`config.mk`:
```
export PLATFORM = sky130hd
export DESIGN_NAME = l2_sumsq_vec
export DESIGN_NICKNAME = d
export VERILOG_FILES = /design/src/rtl/l2_pkg.sv /design/src/rtl/l2_square_stage.sv /design/src/rtl/l2_sumsq_vec.sv
export SDC_FILE = /design/constraint.sdc
export NUM_CORES = 1
export LEC_CHECK = 0
export ABC_AREA = 0
export CAP_MARGIN = 20
export CORE_UTILIZATION = 25
export CTS_CLUSTER_DIAMETER = 50
export DETAILED_ROUTE_END_ITERATION = 12
export GPL_ROUTABILITY_DRIVEN = 0
export PLACE_DENSITY = 0.37
export SLEW_MARGIN = 20
export SYNTH_ARGS = -nofsm -noshare
export SYNTH_HDL_FRONTEND = slang
export SYNTH_SLANG_ARGS = --single-unit
```
`constraint.sdc`:
```
create_clock -name clk -period 3.2 [get_ports clk]
set_input_delay 0.96 -clock clk [delete_from_list [all_inputs] [get_ports clk]]
set_output_delay 0.96 -clock clk [all_outputs]
set_load 0.02 [all_outputs]
```
`src/rtl/l2_pkg.sv`:
```
// rtl/l2_pkg.sv - shared constants and width helpers for the L2 sum-of-squares datapath
//
// Purpose: default parameter values and width helpers shared by l2_square_stage
// and l2_sumsq_vec.
package l2_pkg;

  localparam int IN_W_D    = 8;
  localparam int ACC_W_D   = 20;
  localparam int VEC_LEN_D = 4;

  // Element counter width; a one-element vector still needs a 1-bit counter.
  function automatic int cnt_width(input int vec_len);
    return (vec_len <= 2) ? 1 : $clog2(vec_len);
  endfunction

  // Width of an exact square of an in_w-bit signed sample.
  function automatic int prod_width(input int in_w);
    return 2 * in_w;
  endfunction

  localparam int CNT_W_D  = cnt_width(VEC_LEN_D);
  localparam int PROD_W_D = prod_width(IN_W_D);

endpackage

```
`src/rtl/l2_square_stage.sv`:
```
// rtl/l2_square_stage.sv - signed squarer with optional output register
//
// Purpose: squares a signed sample exactly and optionally registers the result.
// Ports:
//   clk        rising-edge clock
//   reset      asynchronous active-high reset
//   a          signed sample, IN_W bits
//   valid_in   sample strobe
//   kill       synchronous abort; drops the sample presented this cycle and
//              clears the in-flight registered valid
//   prod       a*a as unsigned, 2*IN_W bits
//   prod_valid prod is an accepted square (registered when PIPE=1)
module l2_square_stage
  import l2_pkg::*;
#(
  parameter int IN_W = IN_W_D,
  parameter int PIPE = 1
) (
  input  logic                        clk,
  input  logic                        reset,
  input  logic signed [IN_W-1:0]      a,
  input  logic                        valid_in,
  input  logic                        kill,
  output logic [prod_width(IN_W)-1:0] prod,
  output logic                        prod_valid
);

  localparam int PROD_W = prod_width(IN_W);

  logic signed [PROD_W-1:0] a_ext;
  logic signed [PROD_W-1:0] sq_s;
  logic [PROD_W-1:0]        sq;
  logic                     accept;

  // Sign-extend before multiplying so (-2^(IN_W-1))^2 is exact.
  assign a_ext  = {{IN_W{a[IN_W-1]}}, a};
  assign sq_s   = a_ext * a_ext;
  assign sq     = sq_s;
  assign accept = valid_in && !kill;

  if (PIPE != 0) begin : g_pipe
    logic [PROD_W-1:0] prod_d, prod_q;
    logic              valid_d, valid_q;

    always_comb begin
      prod_d  = prod_q;
      valid_d = accept;
      if (accept) begin
        prod_d = sq;
      end
    end

    always_ff @(posedge clk or posedge reset) begin
      if (reset) begin
        prod_q  <= '0;
        valid_q <= 1'b0;
      end else begin
        prod_q  <= prod_d;
        valid_q <= valid_d;
      end
    end

    assign prod       = prod_q;
    assign prod_valid = valid_q;
  end else begin : g_comb
    assign prod       = sq;
    assign prod_valid = accept;
  end

endmodule

```
`src/rtl/l2_sumsq_vec.sv`:
```
// rtl/l2_sumsq_vec.sv - per-vector sum of squares with overflow detect and saturation
//
// Purpose: accumulates a*a over VEC_LEN accepted samples and emits one result
// per vector.
// Ports:
//   clk       rising-edge clock
//   reset     asynchronous active-high reset, clears all state
//   a         signed sample, IN_W bits
//   valid_in  sample accepted on an edge with valid_in=1 and clr=0
//   clr       synchronous abort of the partial vector (f/overflow kept)
//   f         sum of squares of the last completed vector, ACC_W bits
//   valid_out one-cycle strobe when f/overflow are updated
//   overflow  last completed vector exceeded the ACC_W range
module l2_sumsq_vec
  import l2_pkg::*;
#(
  parameter int IN_W     = IN_W_D,
  parameter int ACC_W    = ACC_W_D,
  parameter int VEC_LEN  = VEC_LEN_D,
  parameter int PIPE     = 1,
  parameter int SATURATE = 1
) (
  input  logic                   clk,
  input  logic                   reset,
  input  logic signed [IN_W-1:0] a,
  input  logic                   valid_in,
  input  logic                   clr,
  output logic [ACC_W-1:0]       f,
  output logic                   valid_out,
  output logic                   overflow
);

  localparam int PROD_W = prod_width(IN_W);
  localparam int CNT_W  = cnt_width(VEC_LEN);
  localparam logic [CNT_W-1:0] CNT_LAST = CNT_W'(VEC_LEN - 1);

  logic [PROD_W-1:0] prod;
  logic              prod_valid;

  l2_square_stage #(
    .IN_W (IN_W),
    .PIPE (PIPE)
  ) u_square (
    .clk        (clk),
    .reset      (reset),
    .a          (a),
    .valid_in   (valid_in),
    .kill       (clr),
    .prod       (prod),
    .prod_valid (prod_valid)
  );

  // Fit the square to the accumulator width; any dropped upper bits count as
  // an overflow of this vector.
  logic [ACC_W-1:0] prod_acc;
  logic             prod_hi;

  if (ACC_W > PROD_W) begin : g_prod_ext
    assign prod_acc = {{(ACC_W - PROD_W){1'b0}}, prod};
    assign prod_hi  = 1'b0;
  end else if (ACC_W == PROD_W) begin : g_prod_eq
    assign prod_acc = prod;
    assign prod_hi  = 1'b0;
  end else begin : g_prod_trunc
    assign prod_acc = prod[ACC_W-1:0];
    assign prod_hi  = |prod[PROD_W-1:ACC_W];
  end

  logic [ACC_W-1:0] acc_d, acc_q;
  logic [CNT_W-1:0] cnt_d, cnt_q;
  logic             ovf_d, ovf_q;
  logic [ACC_W-1:0] f_d, f_q;
  logic             overflow_d, overflow_q;
  logic             valid_out_d, valid_out_q;

  logic [ACC_W:0]   sum;
  logic             ovf_final;
  logic             acc_event;

  assign sum       = {1'b0, acc_q} + {1'b0, prod_acc};
  assign ovf_final = ovf_q || sum[ACC_W] || prod_hi;
  // An in-flight square arriving on a clr edge is discarded with the vector.
  assign acc_event = prod_valid && !clr;

  always_comb begin
    acc_d       = acc_q;
    cnt_d       = cnt_q;
    ovf_d       = ovf_q;
    f_d         = f_q;
    overflow_d  = overflow_q;
    valid_out_d = 1'b0;

    if (clr) begin
      acc_d = '0;
      cnt_d = '0;
      ovf_d = 1'b0;
    end else if (acc_event) begin
      if (cnt_q == CNT_LAST) begin
        cnt_d       = '0;
        acc_d       = '0;
        ovf_d       = 1'b0;
        f_d         = (ovf_final && (SATURATE != 0)) ? '1 : sum[ACC_W-1:0];
        overflow_d  = ovf_final;
        valid_out_d = 1'b1;
      end else begin
        cnt_d = cnt_q + CNT_W'(1);
        acc_d = sum[ACC_W-1:0];
        ovf_d = ovf_final;
      end
    end
  end

  always_ff @(posedge clk or posedge reset) begin
    if (reset) begin
      acc_q       <= '0;
      cnt_q       <= '0;
      ovf_q       <= 1'b0;
      f_q         <= '0;
      overflow_q  <= 1'b0;
      valid_out_q <= 1'b0;
    end else begin
      acc_q       <= acc_d;
      cnt_q       <= cnt_d;
      ovf_q       <= ovf_d;
      f_q         <= f_d;
      overflow_q  <= overflow_d;
      valid_out_q <= valid_out_d;
    end
  end

  assign f         = f_q;
  assign overflow  = overflow_q;
  assign valid_out = valid_out_q;

endmodule

```
==> flow_summary_export.csv, run 1 <==
group,metric,value,unit
run_status,run_status,"finished, violations left",
run_status,failed_checks,"negative setup slack",
critical_path,crit_path_top_delay_cell,"sky130_fd_sc_hd__fa_1",
global_routing,overflow,0,
clock_tree,clock_tree.htree_level_count,3,
power_and_ir_drop,post-layout-total-power,5.67,mW
critical_path,critical-path-top-cell-by-count,"sky130_fd_sc_hd__fa_1",
logic_synthesis,synthSimpleGateAreaFrac,0.167,
sta,fmaxAchievable,230,MHz
logic_synthesis,net_count_after_synthesis,696,
logic_synthesis,ys.flop_type,"sky130_fd_sc_hd__dfrtp_1",
clock_tree,cts_sink_count,61,
logic_synthesis,synth_top_family_by_area,"adder cells",
logic_synthesis,ys_warn_count,0,
critical_path,setup.worst_path.class,"in -> reg",
critical_path,critical_path.endpoint_type,"register",
floorplan,initial_core_util,0.258,
power_and_ir_drop,total_power_density_per_cell_area,744,mW/mm²
logic_synthesis,synth-adder-area-share,0.256,
logic_synthesis,syn-cell-area,0.00548,mm²
global_routing,grt_antenna_before_repair,0,
critical_path,crit_path_max_incr_delay,0.53,ns
clock_tree,clkLatencyLatePin,0.33,ns
power_and_ir_drop,p_leak,3.45,nW
clock_tree,clock_tree_root_buffer_cell,"sky130_fd_sc_hd__clkbuf_16",
floorplan,io_pins,34,
placed_design,hpwl,10600,µm
route,detail_route.first_pass.iterations,4,
floorplan,row_count,53,
critical_path,sort_of_element_at_the_start_of_the_critical_path,"primary input",
global_routing,wire_length_of_the_first_global_routing_pass,23400,µm
finish,n_antenna_cell,0,
route,number_of_vias_per_cell_after_detailed_routing,4.49,
logic_synthesis,ys_seq_elements,61,
finish,syn2layout_area_growth,38.9,%
clock_tree,tritoncts.num_buffers,9,
clock_tree,clock_pin_slew_on_the_worst_setup_and_hold_paths,0.05,ns
power_and_ir_drop,ir_worst_vdd,0.286,mV
finish,fraction_of_layout_instances_using_a_drive_strength_above_1,0.304,
run,max_cap_viols,0,
floorplan,die_width,150,µm
logic_synthesis,post_synth_inst_count,597,
critical_path,critical_path_required,3.40,ns
route,wl,13300,µm
logic_synthesis,synthesis.area_per_instance,9.18,µm²
logic_synthesis,synth_top_cell_by_area,"sky130_fd_sc_hd__dfrtp_1",
sta,slew_violations,0,
logic_synthesis,number_of_different_library_cells_in_the_post_synthesis_netlist,65,
sta,post-route-min-period,4.34,ns
sta,timing.max_slew.rel_slack,0.558,
critical_path,critPathTopFamily,"adder cells",
critical_path,critPathMaxFanout,5,
logic_synthesis,post_synth_xor_area_fraction,0.0527,
min_path,timing.hold.worst.class,"reg -> reg",
sta,timing.final.hold_violations,0,
sta,totalNegativeSetupSlack,-9.40,ns
logic_synthesis,leading_cell_types_by_total_area_after_synthesis,"sky130_fd_sc_hd__dfrtp_1 (28%), sky130_fd_sc_hd__fa_1 (15%), sky130_fd_sc_hd__ha_1 (10%), sky130_fd_sc_hd__inv_1 (4.9%), sky130_fd_sc_hd__xnor2_1 (4.3%)",
critical_path,cp.buffers_inverters,5,
logic_synthesis,synthDominantCellAreaShare,0.278,
sta,finalCritPeriodShare,1.36,
sta,finalClockSkew,0.00739,ns
sta,worst_pin_slew,0.646,ns
sta,final-setup-viol-count,11,
route,drc_errors,0,
critical_path,worstPathArrival,4.55,ns
global_routing,first_global_vias,4667,
sta,grt_setup_unrepaired,"yes",
logic_synthesis,synthMuxAreaShare,0.00388,
floorplan,die_height,150,µm
critical_path,cp_cell_sequence,"buf_8 -> buf_6 -> and2_4 -> xnor2_4 -> ha_4 -> a31o_4 -> fa_1 -> fa_1 -> inv_2 -> fa_1 -> inv_2 -> ha_4 -> buf_6 -> o211a_4 -> nor3_4 -> o2111a_1 -> a221o_1",
sta,worst_slack,-1.14,ns
clock_tree,cts_buffer_depth,2,
clock_tree,cts_tree,"done",
floorplan,die_area,0.0225,mm²
logic_synthesis,synth_compound_gate_area_share,0.177,
floorplan,core_area,0.0213,mm²
route,initialDrtViolationCount,121,
route,dr_total_vias,4418,
route,routed_wire_length_per_instance,13.5,µm
logic_synthesis,synth_enable_flop_cells,0,
placed_design,port-buffer-count,33,
global_routing,global_route.usage.total,0.130,
logic_synthesis,ys_seq_area_frac,0.278,
sta,fin_worst_hold_slack,0.479,ns
clock_tree,post_cts_hold_buffer_count,0,
logic_synthesis,ys_async_sr_fraction,1.00,
route,ant_nets,0,
finish,design.final.nets,804,
global_routing,grt_start_max_net_pins,33,
[cell type report]
type	count	area [µm²]
fillers	2142	13700
inverters	73	279
well taps	275	344
repair buffers	119	1040
clock buffers	12	256
flip-flops and latches	61	1530
multi-input cells	441	4100
clock inverters	4	70.1
[synthesized netlist by cell type, drive strengths merged, types with 3 or more instances]
cell type and n:
inv 72, dfrtp 61, nand2 57, ha 45
fa 42, nor2 37, o21ai 33, a21oi 29
xnor2 27, and2 24, clkbuf 21, a22o 15
nand2b 10, nor3 10, nand3 9, nor2b 7
a211oi 6, o211ai 6, o22a 6, o31ai 6
xor2 6, a31o 5, a31oi 4, nor3b 4
o21a 4, a21o 3, a41oi 3, and3 3
and4 3, nand3b 3, or2 3, or3 3
[per-layer routing]
metal / share of wire / GRT usage / vias to the layer above
met5: 0 / 0 / -
met2: 0.49 / 0.224 / 49
li1: - / - / 2264
met3: 0.021 / 0.0173 / 8
met1: 0.48 / 0.169 / 2097
met4: 0.011 / 0.0409 / 0
[timing repair]
item	CTS	global route
gates resized for setup	64	61
buffers inserted	20	9
pin swaps	49	40
hold endpoints to repair	0	0
setup endpoints to repair	11	11
[worst register-to-register path, delay by kind of cell (launching register included)]
kind / cells / cell delay (ns)
AOI/OAI and AO/OA: 3 / 1.10
adders and majority gates: 1 / 0.37
DFF: 1 / 0.40
and+or+nand+nor: 3 / 0.65
[per-stage QoR]
step	area, µm²	cells	util	setup WS (ns)
after CTS	7380	978	0.347	-1.29
after global routing	7610	985	0.358	-1.31
after detailed placement	6750	942	0.317	-1.97
after floorplan	5780	597	-	-1.32
after global placement	6750	942	0.317	-1.92
final	7610	985	0.358	-1.14
[power by group]
part / leakage [nW] / internal, mW / switching, mW / total (mW)
clock: 0.163 / 0.721 / 0.330 / 1.05
sequential: 0.820 / 0.895 / 0.0813 / 0.976
combinational: 2.47 / 1.87 / 1.77 / 3.64
[state kept, by name, indices dropped and copies added, names as in the netlist]
signal	flops
valid_out	1
overflow	1
f	20
cnt_q	2
ovf_q	1
u_square.prod_valid	1
u_square.prod	15
acc_q	20
[worst paths after layout]
kind | slack [ns] | startpoint | endpoint | depth (start not counted)
worst max-delay path | -1.14 | a[7] | u_square.prod[12] | 17
worst min-delay path | 0.48 | f[8] | f[8] | 2
worst max register to register | 0.53 | u_square.prod[7] | f[17] | 7
worst min register to register | 0.48 | f[8] | f[8] | 2
max in group asynchronous | 1.75 | reset | f[17] | 3
min in group asynchronous | 0.91 | reset | valid_out | 2
[cell usage in the layout, fill, tap and decap left out, types with 4 or more instances in the layout]
cell                               n
sky130_fd_sc_hd__ha_4             18
sky130_fd_sc_hd__nand2b_1          9
sky130_fd_sc_hd__ha_1             25
sky130_fd_sc_hd__a22o_1           14
sky130_fd_sc_hd__and2_1           10
sky130_fd_sc_hd__nor2_1           32
sky130_fd_sc_hd__o211ai_1          6
sky130_fd_sc_hd__o22a_1            5
sky130_fd_sc_hd__fa_2              5
sky130_fd_sc_hd__clkbuf_16         9
sky130_fd_sc_hd__nor3_1            7
sky130_fd_sc_hd__a21oi_1          24
sky130_fd_sc_hd__nand2_1          51
sky130_fd_sc_hd__nand3_1           9
sky130_fd_sc_hd__a211oi_1          6
sky130_fd_sc_hd__a21oi_2           4
sky130_fd_sc_hd__o21ai_1           7
sky130_fd_sc_hd__nor2_2            4
sky130_fd_sc_hd__inv_2            17
sky130_fd_sc_hd__o21a_1            4
sky130_fd_sc_hd__dfrtp_1          61
sky130_fd_sc_hd__buf_4            74
sky130_fd_sc_hd__buf_6            15
sky130_fd_sc_hd__clkdlybuf4s50_1  25
sky130_fd_sc_hd__o21ai_0          24
sky130_fd_sc_hd__and2_4           13
sky130_fd_sc_hd__a31oi_1           4
sky130_fd_sc_hd__xnor2_1          23
sky130_fd_sc_hd__nand2_2           6
sky130_fd_sc_hd__inv_1            54
sky130_fd_sc_hd__fa_1             37
sky130_fd_sc_hd__xor2_1            6
[cells by family (layout without fill, tap and decap cells)]
group                    count (synthesis)  count (layout)
AO/OA/AOI/OAI                          139             139
multiplexers                             2               2
AND/OR/NAND/NOR                        180             180
adder cells (fa/ha/maj)                 87              87
buffers and inverters                   95             208
XOR/XNOR                                33              33
flip-flops                              61              61
No activity file was read; power rests on OpenSTA's default activity.
==> inputs of run 2 (changes only) <==
--- a/config.mk
+++ b/config.mk
@@ -5,14 +5,12 @@
 export SDC_FILE = /design/constraint.sdc
 export NUM_CORES = 1
 export LEC_CHECK = 0
-export ABC_AREA = 0
 export CAP_MARGIN = 20
 export CORE_UTILIZATION = 25
 export CTS_CLUSTER_DIAMETER = 50
 export DETAILED_ROUTE_END_ITERATION = 12
 export GPL_ROUTABILITY_DRIVEN = 0
 export PLACE_DENSITY = 0.37
-export SLEW_MARGIN = 20
 export SYNTH_ARGS = -nofsm -noshare
 export SYNTH_HDL_FRONTEND = slang
 export SYNTH_SLANG_ARGS = --single-unit
==> results of run 2 <==
Same layout as run 1: the final DEF is identical, and so are final timing and power.
==> inputs of run 3 (changes only) <==
--- a/config.mk
+++ b/config.mk
@@ -6,6 +6,7 @@
 export NUM_CORES = 1
 export LEC_CHECK = 0
 export CAP_MARGIN = 20
+export CORE_ASPECT_RATIO = 0.75
 export CORE_UTILIZATION = 25
 export CTS_CLUSTER_DIAMETER = 50
 export DETAILED_ROUTE_END_ITERATION = 12
@@ -13,4 +14,5 @@
 export PLACE_DENSITY = 0.37
 export SYNTH_ARGS = -nofsm -noshare
 export SYNTH_HDL_FRONTEND = slang
+export SYNTH_HIERARCHICAL = 1
 export SYNTH_SLANG_ARGS = --single-unit
==> run 3 against run 2 <==
  * The flow still finishes with violations (negative setup slack)
  * Synthesized cell count is 0.67% lower
  * Largest power group unchanged
  * Largest cell class unchanged
  * Critical path depth is 1 lower
  * Clock power is 9% lower
  * Sequential power is 2% higher
  * Sequential share of layout area is 0.27 points higher
  * Critical path type unchanged
  * Hold slack better by 0.012 ns
==> flow_summary_export.csv, run 3 <==
group,metric,value,unit
route,wl,15100,µm
min_path,holdPathEnd,"acc_q[2]",
floorplan,die_width,174,µm
sta,worst_pin_slew,0.634,ns
critical_path,cp_cell_sequence,"buf_2 -> buf_6 -> nand2b_4 -> fa_1 -> inv_2 -> fa_1 -> fa_1 -> inv_1 -> fa_1 -> inv_2 -> ha_4 -> o2111ai_2 -> a21boi_4 -> o21ai_4 -> nor3b_4 -> o31ai_2",
global_routing,first_global_vias,4665,
power_and_ir_drop,power_frac_clock,0.175,
min_path,timing.hold.worst.class,"reg -> reg",
power_and_ir_drop,cell_internal_pwr,3.19,mW
sta,finalCritPeriodShare,1.36,
power_and_ir_drop,power.switching_fraction,0.415,
power_and_ir_drop,total_power_density_per_cell_area,725,mW/mm²
finish,utilization,0.351,
clock_tree,cts_sink_count,61,
finish,fraction_of_layout_instances_using_a_drive_strength_above_1,0.307,
placed_design,hpwl,12400,µm
placed_design,place_area,0.00690,mm²
global_routing,wire_length_of_the_first_global_routing_pass,25500,µm
finish,stdcell_area,0.00751,mm²
run,max_cap_viols,0,
logic_synthesis,synthesis.area_per_instance,9.34,µm²
power_and_ir_drop,seq_power_share,0.183,
clock_tree,clock_pin_slew_on_the_worst_setup_and_hold_paths,0.05,ns
critical_path,rr_startpoint,"u_square/prod[0]",
min_path,min_delay_path_depth,2,
clock_tree,clkLatencyLatePin,0.34,ns
sta,worst_slack,-1.15,ns
critical_path,worstPathArrival,4.60,ns
run_status,run_status,"finished, violations left",
critical_path,critical_path.endpoint_type,"register",
logic_synthesis,ys_seq_area_frac,0.276,
critical_path,critPathMaxFanout,4,
finish,layout.cells.most_common,"sky130_fd_sc_hd__dfrtp_1",
min_path,timing.hold.worst.start,"acc_q[2]",
logic_synthesis,synth_enable_flop_cells,0,
logic_synthesis,leading_cell_types_by_total_area_after_synthesis,"sky130_fd_sc_hd__dfrtp_1 (28%), sky130_fd_sc_hd__fa_1 (16%), sky130_fd_sc_hd__ha_1 (9.9%), sky130_fd_sc_hd__inv_1 (5.5%), sky130_fd_sc_hd__nor2_1 (3.7%)",
floorplan,die_area,0.0228,mm²
finish,filler_cell_count,2224,
power_and_ir_drop,post-layout-total-power,5.45,mW
floorplan,row_count,46,
sta,finalClockSkew,0.00835,ns
global_routing,global_route.usage.total,0.145,
global_routing,overflow,0,
sta,final-setup-viol-count,11,
floorplan,core_area,0.0214,mm²
floorplan,io_pins,34,
critical_path,critical_path_required,3.45,ns
sta,fmaxAchievable,230,MHz
logic_synthesis,post_synth_inst_count,593,
global_routing,grt_antenna_before_repair,0,
power_and_ir_drop,ir_worst_vdd,0.342,mV
logic_synthesis,ys_async_sr_fraction,1.00,
critical_path,crit_path_max_incr_delay,0.55,ns
route,dr_total_vias,4511,
critical_path,critical-path-top-cell-by-count,"sky130_fd_sc_hd__fa_1",
clock_tree,cts_tree,"done",
critical_path,worst-r2r-cell-count,8,
finish,n_antenna_cell,0,
route,initialDrtViolationCount,270,
route,detail_route.first_pass.iterations,4,
logic_synthesis,ys_warn_count,6,
finish,most_frequent_cells_in_the_layout,"sky130_fd_sc_hd__dfrtp_1 (61), sky130_fd_sc_hd__buf_4 (60), sky130_fd_sc_hd__inv_1 (57)",
route,routed_wire_length_per_instance,15.4,µm
sta,slew_violations,0,
logic_synthesis,syn-cell-area,0.00554,mm²
sta,post-route-min-period,4.35,ns
logic_synthesis,synth_common_cells,"sky130_fd_sc_hd__inv_1 (81), sky130_fd_sc_hd__dfrtp_1 (61), sky130_fd_sc_hd__nor2_1 (54), sky130_fd_sc_hd__fa_1 (44), sky130_fd_sc_hd__ha_1 (44)",
placed_design,port-buffer-count,33,
logic_synthesis,synth_most_common_cell,"sky130_fd_sc_hd__inv_1",
logic_synthesis,ys_seq_elements,61,
critical_path,reg2reg_to,"f[15]",
critical_path,critPathTopFamily,"adder cells",
logic_synthesis,synth_top_cell_by_area,"sky130_fd_sc_hd__dfrtp_1",
power_and_ir_drop,combPwrFrac,0.642,
critical_path,ff2ff_setup_slack,0.70,ns
global_routing,grt_start_max_net_pins,24,
critical_path,crit_path_top_delay_cell,"sky130_fd_sc_hd__fa_1",
critical_path,cp.buffers_inverters,5,
floorplan,initial_core_util,0.259,
logic_synthesis,net_count_after_synthesis,693,
run_status,failed_checks,"negative setup slack",
clock_tree,clock_tree_root_buffer_cell,"sky130_fd_sc_hd__clkbuf_16",
finish,design.final.nets,789,
clock_tree,cts_buffer_depth,2,
critical_path,setup.worst_path.class,"in -> reg",
power_and_ir_drop,p_leak,3.42,nW
sta,timing.final.hold_violations,0,
sta,grt_setup_unrepaired,"yes",
logic_synthesis,synthDominantCellAreaShare,0.276,
route,drc_errors,0,
route,number_of_vias_per_cell_after_detailed_routing,4.59,
power_and_ir_drop,power.net_switching,2.26,mW
clock_tree,clock_tree.htree_level_count,3,
logic_synthesis,number_of_different_library_cells_in_the_post_synthesis_netlist,76,
logic_synthesis,ys.flop_type,"sky130_fd_sc_hd__dfrtp_1",
finish,syn2layout_area_growth,35.6,%
sta,timing.max_slew.rel_slack,0.574,
floorplan,die_height,131,µm
route,ant_nets,0,
clock_tree,tritoncts.num_buffers,9,
critical_path,sort_of_element_at_the_start_of_the_critical_path,"primary input",
run 3: metrics by stage:
| stage | std cells | hold WS, ns | TNS (ns) | setup slack [ns] |
|---|---|---|---|---|
| after global routing | 982 | 0.523 | -11.27 | -1.32 |
| after CTS | 981 | 0.488 | -9.86 | -1.21 |
| after detailed placement | 955 | 0.476 | -19.59 | -2.05 |
| after global placement | 955 | 0.473 | -19.15 | -1.99 |
| final | 982 | 0.491 | -9.57 | -1.15 |
| after floorplan | 593 | 0.454 | -10.16 | -1.28 |
run 3: power by group through the flow:
| stage | clock (mW) | combinational (mW) | sequential, mW |
|---|---|---|---|
| floorplan | 0 | 2.24 | 0.984 |
| global placement | 0 | 3.15 | 1.02 |
| detailed placement | 0 | 3.15 | 1.01 |
| CTS | 0.980 | 3.32 | 1.00 |
| global route | 1.01 | 3.95 | 1.02 |
| finish | 0.955 | 3.50 | 0.996 |
run 3: worst reg2reg max path, delay by kind of cell, from the launching register on:
family	cells	cell delay, ns
fa+ha+maj	2	0.69
compound gates	4	0.71
simple gates	2	0.62
flops	1	0.37
run 3: kinds of logic (layout without fill, tap and decap cells):
kind of cell,after synthesis,in the layout,synth area share
AO/OA/AOI/OAI,146,146,0.191
XOR/XNOR,30,30,0.0474
adder cells (fa/ha/maj),88,88,0.258
buffers and inverters,105,206,0.0748
flip-flops,61,61,0.276
multiplexers,5,5,0.00971
other,1,1,0.000677
AND/OR/NAND/NOR,157,157,0.143
run 3: final cells by class:
cell class	instances	area [µm²]	share of cell area
Multi-Input combinational cell	427	4030	0.536
Sequential cell	61	1530	0.203
Timing Repair Buffer	108	978	0.130
Tap cell	288	360	0.0480
Inverter	82	325	0.0433
Clock buffer	12	267	0.0355
Clock inverter	4	31.3	0.00416
run 3: worst max-delay path by stage:
stage / end / depth (start not counted) / slack [ns] / from
2_1_floorplan: u_square/prod[11] / 17 / -1.28 / a[6]
3_3_place_gp: u_square/prod[11] / 16 / -1.99 / a[6]
3_5_place_dp: u_square/prod[11] / 14 / -2.05 / a[0]
4_1_cts: u_square/prod[15] / 18 / -1.21 / a[3]
5_1_grt: u_square/prod[15] / 18 / -1.32 / a[3]
6_report: u_square/prod[12] / 16 / -1.15 / a[2]
run 3: per-layer routing:
layer  GRT usage  up-vias  routed length (µm)
li1            -     2208                   -
met1       0.232     2210                8670
met2       0.198       83                5750
met3      0.0234       10                 605
met4      0.0330        0                 107
met5           0        -                   0
run 3: repair_timing:
item | 4_1_cts | 5_1_grt
setup endpoints to repair | 11 | 11
pin swaps | 48 | 29
gates resized for setup | 77 | 22
setup buffers | 10 | 1
hold buffers | 0 | 0
